### src/rtl/sram_arbiter_pkg.sv
// Shared opcodes and arbiter state encoding for the SRAM arbiter slice.
// MEM_* values are the opcodes understood by the SRAM controller; 0 means idle.
package sram_arbiter_pkg;

  localparam int ADDR_W = 20;
  localparam int WORD_W = 32;
  localparam int OP_W   = 4;

  localparam logic [OP_W-1:0] MEM_NOP = 4'h0;
  localparam logic [OP_W-1:0] MEM_LW  = 4'h1;
  localparam logic [OP_W-1:0] MEM_LH  = 4'h2;
  localparam logic [OP_W-1:0] MEM_LB  = 4'h3;
  localparam logic [OP_W-1:0] MEM_LHU = 4'h4;
  localparam logic [OP_W-1:0] MEM_LBU = 4'h5;
  localparam logic [OP_W-1:0] MEM_SW  = 4'h6;
  localparam logic [OP_W-1:0] MEM_SH  = 4'h7;
  localparam logic [OP_W-1:0] MEM_SB  = 4'h8;

  typedef enum logic [2:0] {
    ARB_IDLE     = 3'd0,
    ARB_BUSY_IF  = 3'd1,
    ARB_BUSY_MEM = 3'd2,
    ARB_GAP_IF   = 3'd3,
    ARB_GAP_MEM  = 3'd4
  } arb_state_e;

endpackage

### src/rtl/sram_arb_watchdog.sv
// Access watchdog: counts cycles while enabled and flags the cycle in which the
// TIMEOUT_CYC-th enabled cycle is reached, so the arbiter can abort the access.
module sram_arb_watchdog #(
  parameter int TIMEOUT_CYC = 15
) (
  input  logic clk50,
  input  logic rst,
  input  logic clr_i,
  input  logic en_i,
  output logic expire_o
);

  localparam int CW = $clog2(TIMEOUT_CYC + 1);

  logic [CW-1:0] wd_cnt_q, wd_cnt_d;

  always_comb begin
    wd_cnt_d = wd_cnt_q;
    if (clr_i) begin
      wd_cnt_d = '0;
    end else if (en_i && (wd_cnt_q != CW'(TIMEOUT_CYC))) begin
      wd_cnt_d = wd_cnt_q + 1'b1;
    end
  end

  always_ff @(posedge clk50 or posedge rst) begin
    if (rst) begin
      wd_cnt_q <= '0;
    end else begin
      wd_cnt_q <= wd_cnt_d;
    end
  end

  // Fires while the count being added this cycle is the TIMEOUT_CYC-th one.
  assign expire_o = en_i && (wd_cnt_q == CW'(TIMEOUT_CYC - 1));

endmodule

### src/rtl/sram_arbiter.sv
// Arbitrates the single SRAM controller between instruction fetch and data memory.
// One access at a time; every access passes IDLE -> BUSY -> GAP so the controller sees an idle cycle.
module sram_arbiter
  import sram_arbiter_pkg::*;
#(
  parameter int IF_STARVE_MAX = 4,
  parameter int TIMEOUT_CYC   = 15
) (
  input  logic              clk50,
  input  logic              rst,
  input  logic              if_req_i,
  input  logic [ADDR_W-1:0] if_addr_i,
  output logic [WORD_W-1:0] if_data_o,
  output logic              if_ready_o,
  output logic              if_stall_o,
  input  logic [OP_W-1:0]   mem_op_i,
  input  logic [ADDR_W-1:0] mem_addr_i,
  input  logic [WORD_W-1:0] mem_wdata_i,
  output logic [WORD_W-1:0] mem_data_o,
  output logic              mem_ready_o,
  output logic              mem_stall_o,
  output logic [OP_W-1:0]   ram_op_o,
  output logic [ADDR_W-1:0] ram_addr_o,
  output logic [WORD_W-1:0] ram_wdata_o,
  input  logic [WORD_W-1:0] ram_rdata_i,
  input  logic              ram_success_i,
  output logic              err_o
);

  localparam int SW = $clog2(IF_STARVE_MAX + 1);

  arb_state_e        state_q;
  logic [SW-1:0]     starve_q;
  logic [OP_W-1:0]   ram_op_q;
  logic [ADDR_W-1:0] ram_addr_q;
  logic [WORD_W-1:0] ram_wdata_q, if_data_q, mem_data_q;
  logic              if_ready_q, mem_ready_q, err_q;
  logic              mem_pend, grant_if, grant_mem, busy, wd_expire;

  assign mem_pend = (mem_op_i != MEM_NOP);
  assign busy     = (state_q == ARB_BUSY_IF) || (state_q == ARB_BUSY_MEM);

  // MEM wins a tie unless IF has already been passed over IF_STARVE_MAX times.
  always_comb begin
    grant_if  = 1'b0;
    grant_mem = 1'b0;
    if (state_q == ARB_IDLE) begin
      if (mem_pend && if_req_i) begin
        grant_if  = (starve_q == SW'(IF_STARVE_MAX));
        grant_mem = !grant_if;
      end else begin
        grant_if  = if_req_i;
        grant_mem = mem_pend;
      end
    end
  end

  sram_arb_watchdog #(.TIMEOUT_CYC(TIMEOUT_CYC)) u_watchdog (
    .clk50    (clk50),
    .rst      (rst),
    .clr_i    (state_q == ARB_IDLE),
    .en_i     (busy),
    .expire_o (wd_expire)
  );

  always_ff @(posedge clk50 or posedge rst) begin
    if (rst) begin
      state_q     <= ARB_IDLE;
      starve_q    <= '0;
      ram_op_q    <= MEM_NOP;
      ram_addr_q  <= '0;
      ram_wdata_q <= '0;
      if_data_q   <= '0;
      mem_data_q  <= '0;
      if_ready_q  <= 1'b0;
      mem_ready_q <= 1'b0;
      err_q       <= 1'b0;
    end else begin
      if_ready_q  <= 1'b0;
      mem_ready_q <= 1'b0;
      err_q       <= 1'b0;

      if (!if_req_i || grant_if) begin
        starve_q <= '0;
      end else if (grant_mem && (starve_q != SW'(IF_STARVE_MAX))) begin
        starve_q <= starve_q + 1'b1;
      end

      case (state_q)
        ARB_IDLE: begin
          if (grant_if) begin
            ram_op_q    <= MEM_LW;
            ram_addr_q  <= if_addr_i;
            ram_wdata_q <= '0;
            state_q     <= ARB_BUSY_IF;
          end else if (grant_mem) begin
            ram_op_q    <= mem_op_i;
            ram_addr_q  <= mem_addr_i;
            ram_wdata_q <= mem_wdata_i;
            state_q     <= ARB_BUSY_MEM;
          end
        end
        ARB_BUSY_IF: begin
          if (ram_success_i || wd_expire) begin
            if_data_q  <= ram_success_i ? ram_rdata_i : '0;
            err_q      <= !ram_success_i;
            if_ready_q <= 1'b1;
            ram_op_q   <= MEM_NOP;
            state_q    <= ARB_GAP_IF;
          end
        end
        ARB_BUSY_MEM: begin
          if (ram_success_i || wd_expire) begin
            mem_data_q  <= ram_success_i ? ram_rdata_i : '0;
            err_q       <= !ram_success_i;
            mem_ready_q <= 1'b1;
            ram_op_q    <= MEM_NOP;
            state_q     <= ARB_GAP_MEM;
          end
        end
        default: state_q <= ARB_IDLE;
      endcase
    end
  end

  assign ram_op_o    = ram_op_q;
  assign ram_addr_o  = ram_addr_q;
  assign ram_wdata_o = ram_wdata_q;
  assign if_data_o   = if_data_q;
  assign mem_data_o  = mem_data_q;
  assign if_ready_o  = if_ready_q;
  assign mem_ready_o = mem_ready_q;
  assign err_o       = err_q;
  assign if_stall_o  = if_req_i & ~if_ready_q;
  assign mem_stall_o = mem_pend & ~mem_ready_q;

endmodule
### config.mk
export PLATFORM = sky130hd
export DESIGN_NAME = sram_arbiter
export DESIGN_NICKNAME = d
export VERILOG_FILES = /design/src/rtl/sram_arbiter_pkg.sv /design/src/rtl/sram_arb_watchdog.sv /design/src/rtl/sram_arbiter.sv
export SDC_FILE = /design/constraint.sdc
export NUM_CORES = 1
export LEC_CHECK = 0
export ABC_AREA = 1
export BUFFER_PORTS_ARGS = -buffer_cell sky130_fd_sc_hd__buf_4
export CELL_PAD_IN_SITES_DETAIL_PLACEMENT = 1
export CELL_PAD_IN_SITES_GLOBAL_PLACEMENT = 2
export CORE_ASPECT_RATIO = 0.75
export CORE_MARGIN = 5
export CORE_UTILIZATION = 27
export DETAILED_ROUTE_END_ITERATION = 12
export GPL_ROUTABILITY_DRIVEN = 1
export PLACE_DENSITY = 0.83
export SYNTH_ARGS = -nofsm -noshare
export SYNTH_HDL_FRONTEND = slang
export SYNTH_SLANG_ARGS = --single-unit
export TNS_END_PERCENT = 100
### constraint.sdc
create_clock -name clk50 -period 4.6 [get_ports clk50]
set_clock_uncertainty 0.05 [all_clocks]
set_input_delay 0.46 -clock clk50 [delete_from_list [all_inputs] [get_ports clk50]]
set_output_delay 0.46 -clock clk50 [all_outputs]
set_load 0.03 [all_outputs]
# Word-level counts from Yosys, hierarchy flattened
# Index checks and enable logic that the tools add are counted.
[totals] inputBits=112 out_inout_bits=125 reg_bits=133
[classes] muxes=27 bitwise=4 addsub=2 reduce_logical=22 eq_ne=10
[ops] operator="$mux 32" n=3
[ops] operator="$mux 20" n=2
[ops] operator="$mux 4" n=5
[ops] operator="$mux 3" n=6
[ops] operator="$mux 1" n=9
[ops] operator="$pmux 3 s3" n=1
[ops] operator="$pmux 4 s2" n=1
[ops] operator="$reduce_bool 2->1" n=4
[ops] operator="$ne 2x1->1 const B" n=3
[ops] operator="$ne 3x3->1 const B" n=2
[ops] operator="$reduce_and 2->1" n=3
[ops] operator="$reduce_and 3->1" n=2
[ops] operator="$add 4x1->4 const B" n=1
[ops] operator="$eq 4x4->1 const B" n=1
[ops] operator="$logic_and 1x1->1" n=4
[ops] operator="$ne 4x4->1 const B" n=1
[ops] operator="$reduce_bool 4->1" n=1
[ops] operator="$add 3x1->3 const B" n=1
[ops] operator="$eq 3x1->1 const B" n=1
[ops] operator="$eq 3x2->1 const B" n=1
[ops] operator="$eq 3x3->1 const B" n=1
[ops] operator="$logic_not 1->1" n=3
[ops] operator="$logic_not 3->1" n=1
[ops] operator="$logic_or 1x1->1" n=3
[ops] operator="3 further kinds" n=5

# Longest topological paths before layout
[logic_depth] ltp_word=7 mapped_depth=9

# Hierarchy
# A second synthesis with hierarchy kept.
[hier_totals] hier_cells=721 hier_area_um2=5983.2
[modules_own_cells] module="sram_arbiter" seq_area_each_um2=3228.1 n_inst=1 area_each_um2=5733.0 cells_per_inst=687
[modules_own_cells] module="sram_arb_watchdog" seq_area_each_um2=100.1 n_inst=1 area_each_um2=250.2 cells_per_inst=34

# Worst setup path before layout
# OpenSTA, ideal clock, no wires.
[synth_path] kind="input -> output" from="in if_req_i" to="out if_stall_o" path_slack_ps=2980 t_arrival_ps=1110 n_path_buf=1 cell_stages=3 path_cell_list="buf_2 > inv_1 > nor2_1"
[synth_between] elab_chain_cells=1
[synth_lines] element="from (decl)" line="sram_arbiter.sv:11" rtl="input logic if_req_i,"
[synth_lines] element="$and 1x1->1" line="sram_arbiter.sv:134" rtl="assign if_stall_o = if_req_i & ~if_ready_q;"
[synth_lines] element="to (decl)" line="sram_arbiter.sv:15" rtl="output logic if_stall_o,"
# Every way passes these cells.

# Worst setup path in the final report
[layout_path] from="reg state_q[0]" to="reg ram_wdata_q[25], in the netlist ram_wdata_o[25]"
[layout_between] elab_chain_cells=4
[layout_lines] element="from (decl)" line="sram_arbiter.sv:32" rtl="arb_state_e state_q;"
[layout_lines] element="from (signal assigned)" line="sram_arbiter.sv:68" rtl="state_q <= ARB_IDLE;"
[layout_lines] element="from (signal assigned)" line="sram_arbiter.sv:95" rtl="state_q <= ARB_BUSY_IF;"
[layout_lines] element="from (signal assigned)" line="sram_arbiter.sv:100" rtl="state_q <= ARB_BUSY_MEM;"
[layout_lines] element="$logic_not 3->1 (*)" line="sram_arbiter.sv:47, sram_arbiter.sv:89"
[layout_lines] element="$mux 1" line="sram_arbiter.sv:47" rtl="if (state_q == ARB_IDLE) begin"
[layout_lines] element="$reduce_bool 2->1 (no source line)"
[layout_lines] element="$reduce_and 2->1 (no source line)"
[layout_lines] element="to (signal assigned)" line="sram_arbiter.sv:99" rtl="ram_wdata_q <= mem_wdata_i;"
[layout_lines] element="to (decl)" line="sram_arbiter.sv:36" rtl="logic [WORD_W-1:0] ram_wdata_q, if_data_q, mem_data_q;"
# Mark *: on every way between the ends. The rest lies on a longest branch, timed or not.
# A chain may end at the register's enable or synchronous reset.

==> reports/qor.yml <==
n_fill_cell: 2697
clk_pin_slew_ns: 0.06
yosysTopAreaCellShare_pct: 55.28
period_needed_ns: 2.238
pin_count: 237
ys_warn_count: 0
ys_top_cells_by_area: "dfrtp_1 (55%), nand2_1 (23%), inv_1 (4.1%)"
hp-class: "input port to asynchronous set/reset pin"
ctsHoldBuffers: 0
drt.antenna.violating_nets: 0
cellLeakagePower_nw: 4.923
die_x_um: 182.4
die_area_um2: 25420
hold_ws_ns: 0.07713
pre_cts_ws_ns: 2.107
crit_type: "flip-flop to flip-flop"
outcome: "completed"
r2r-end: "ram_wdata_o[25]$_DFFE_PP0P_"
post-cts-setup-buffers: 0
syn_nets: 849
cts_buffers: 17
multi_input_area_um2: 2177
synth_area_um2: 6021
hold_violations: 0
start_kind: "flip-flop"
synth_edf_count: 0
layout_common_cells: "nand2_1 (373), buf_4 (239), dfrtp_1 (133)"
grt.total_usage_pct: 15.89
gp_congestion: 0.7609
grt_overflow: 0
reg2reg_depth: 6
worstPathRequired_ns: 4.84
final_common_cell: "nand2_1"
fin_nets: 1072
cts-resized-gates: 0
antenna_cells: 0
fin_cells: 1262
wire_per_inst_um: 16.01
period_share_pct: 48.64
drt-initial-drc-count: 218
ys_types: 25
io_buffer_count: 236
max_freq_mhz: 446.9
ys.flop_type: "dfrtp_1"
core-area_um2: 21990
seq_area_um2: 3328
finalInstanceArea_um2: 8523
antenna_found_initial: 0
cts_tree: "yes"
cp_max_fo: 78
rsz0062_at_grt: "false"
setup_ws_ns: 2.362
yosys_register_bits: 133
maxCapViolCount: 0
syn2layout_area_growth_pct: 41.56
vias: 5468
drive_gt1_share_pct: 31.51
syn_avg_cell_area_um2: 8.214
grt_pass1_vias: 5701
drcViolationCount: 0
async_flop_share_pct: 100.0
viasPerCell: 4.333
arrival_ns: 2.47
clock_sinks: 133
dr.pass1.iters: 4
peakVddDrop_mv: 0.3194
drv_slew: 0
hpwl_mm: 14.15
num_rows: 47
slew_headroom_pct: 30.95
clk_latency_ns: 0.41
setup_violations: 0
endpoint_kind: "flip-flop"
htreeDepth: 4
floorplan.initialDensity_pct: 27.38
dp.cells: 1231
die_h_um: 139.3
cts.path.max_buffers: 2
reg2reg_slack_ns: 2.36
synth_cells: 733
grt_max_degree: 79
timing.rr.start: "state_q[0]$_DFFE_PP0P_"
tns_ns: 0
worst_pin_slew_ns: 1.036
routed_wl_mm: 20.21
power.density_nw_per_um2: 781.5
placed_cell_area_um2: 7940
grt_pass1_wl_mm: 31.95
yosysTopAreaCell: "dfrtp_1"
cts-root-buf: "clkbuf_16"
synth_seq_area_share_pct: 55.28
stage by stage:
step | total power (W) | util (%)
6_report | 0.006661 | 38.75
5_1_grt | 0.007116 | 38.75
4_1_cts | 0.006789 | 38.75
3_5_place_dp | 0.005386 | 36.10
3_3_place_gp | 0.005332 | 36.10
2_1_floorplan | 0.004088 | -
registers in the layout, summed over array words and instances, names as in the netlist:
signal and count:
if_data_o 32, mem_data_o 32, ram_wdata_o 32, ram_addr_o 20, ram_op_o 4, u_watchdog.wd_cnt_q 4, starve_q 3, state_q 3
err_o 1, if_ready_o 1, mem_ready_o 1
where the power goes:
group | switching, W | internal, W
clock | 0.000532 | 0.000827
sequential | 0.000326 | 0.00172
combinational | 0.00219 | 0.00107
total | 0.00304 | 0.00362
worst max-delay path by stage:
stage                                        from  cells past startpoint  slack (ns)                           to
after global placement                mem_op_i[0]                      7        2.17      ram_op_o[1]$_DFFE_PP0P_
final                      state_q[0]$_DFFE_PP0P_                      6        2.36  ram_wdata_o[25]$_DFFE_PP0P_
after detailed placement              mem_op_i[0]                      7        2.11      ram_op_o[2]$_DFFE_PP0P_
after CTS                  state_q[0]$_DFFE_PP0P_                      6        2.28      ram_op_o[2]$_DFFE_PP0P_
after global routing      starve_q[0]$_DFFE_PP0P_                      8        2.09   ram_addr_o[15]$_DFFE_PP0P_
after floorplan                               rst                      1        0.54              err_o$_DFF_PP0_
cell families (layout without fill, tap and decap cells):
group	Yosys count	after routing	synth area share (%)
xor+xnor	2	2	0.2910
flops	133	133	55.28
compound gates	37	37	3.325
buf+inv	105	340	8.562
simple gates	452	452	31.71
fa+ha+maj	4	4	0.8313
cell usage after synthesis (2+ instances only):
cell      number
a21oi_1        6
buf_2         12
buf_6         13
clkbuf_1       9
dfrtp_1      133
ha_1           4
inv_1         65
inv_2          3
inv_4          2
nand2_1      373
nand2_2        3
nand2_4        3
nand3_1       24
nand3_2       21
nor2_1        26
o21ai_0        4
o21ai_1       24
cell type report:
type	count	area share, %
inverter	70	3.200
clock buffer	20	5.358
multi-input combinational	495	25.54
timing repair buffer	239	21.05
clock inverter	11	1.483
sequential	133	39.05
tap	294	4.316
per-layer routing:
| layer | vias up | part of all wire [%] | track usage [%] |
|---|---|---|---|
| met5 | - | 0 | 0 |
| met4 | 0 | 0.67 | 3.790 |
| met1 | 2611 | 47 | 21.85 |
| met3 | 12 | 10 | 6.783 |
| li1 | 2656 | - | - |
| met2 | 189 | 42 | 23.26 |
worst max-delay path, cell delays in order, from the launching register on:
cell,delay (ns)
dfrtp_1,0.43
nor2_4,0.16
nand2_4,0.11
inv_4,0.13
nand3_4,0.73
nand3_1,0.37
nand2_1,0.07
Note: power is estimated with default switching activity, not from simulation.
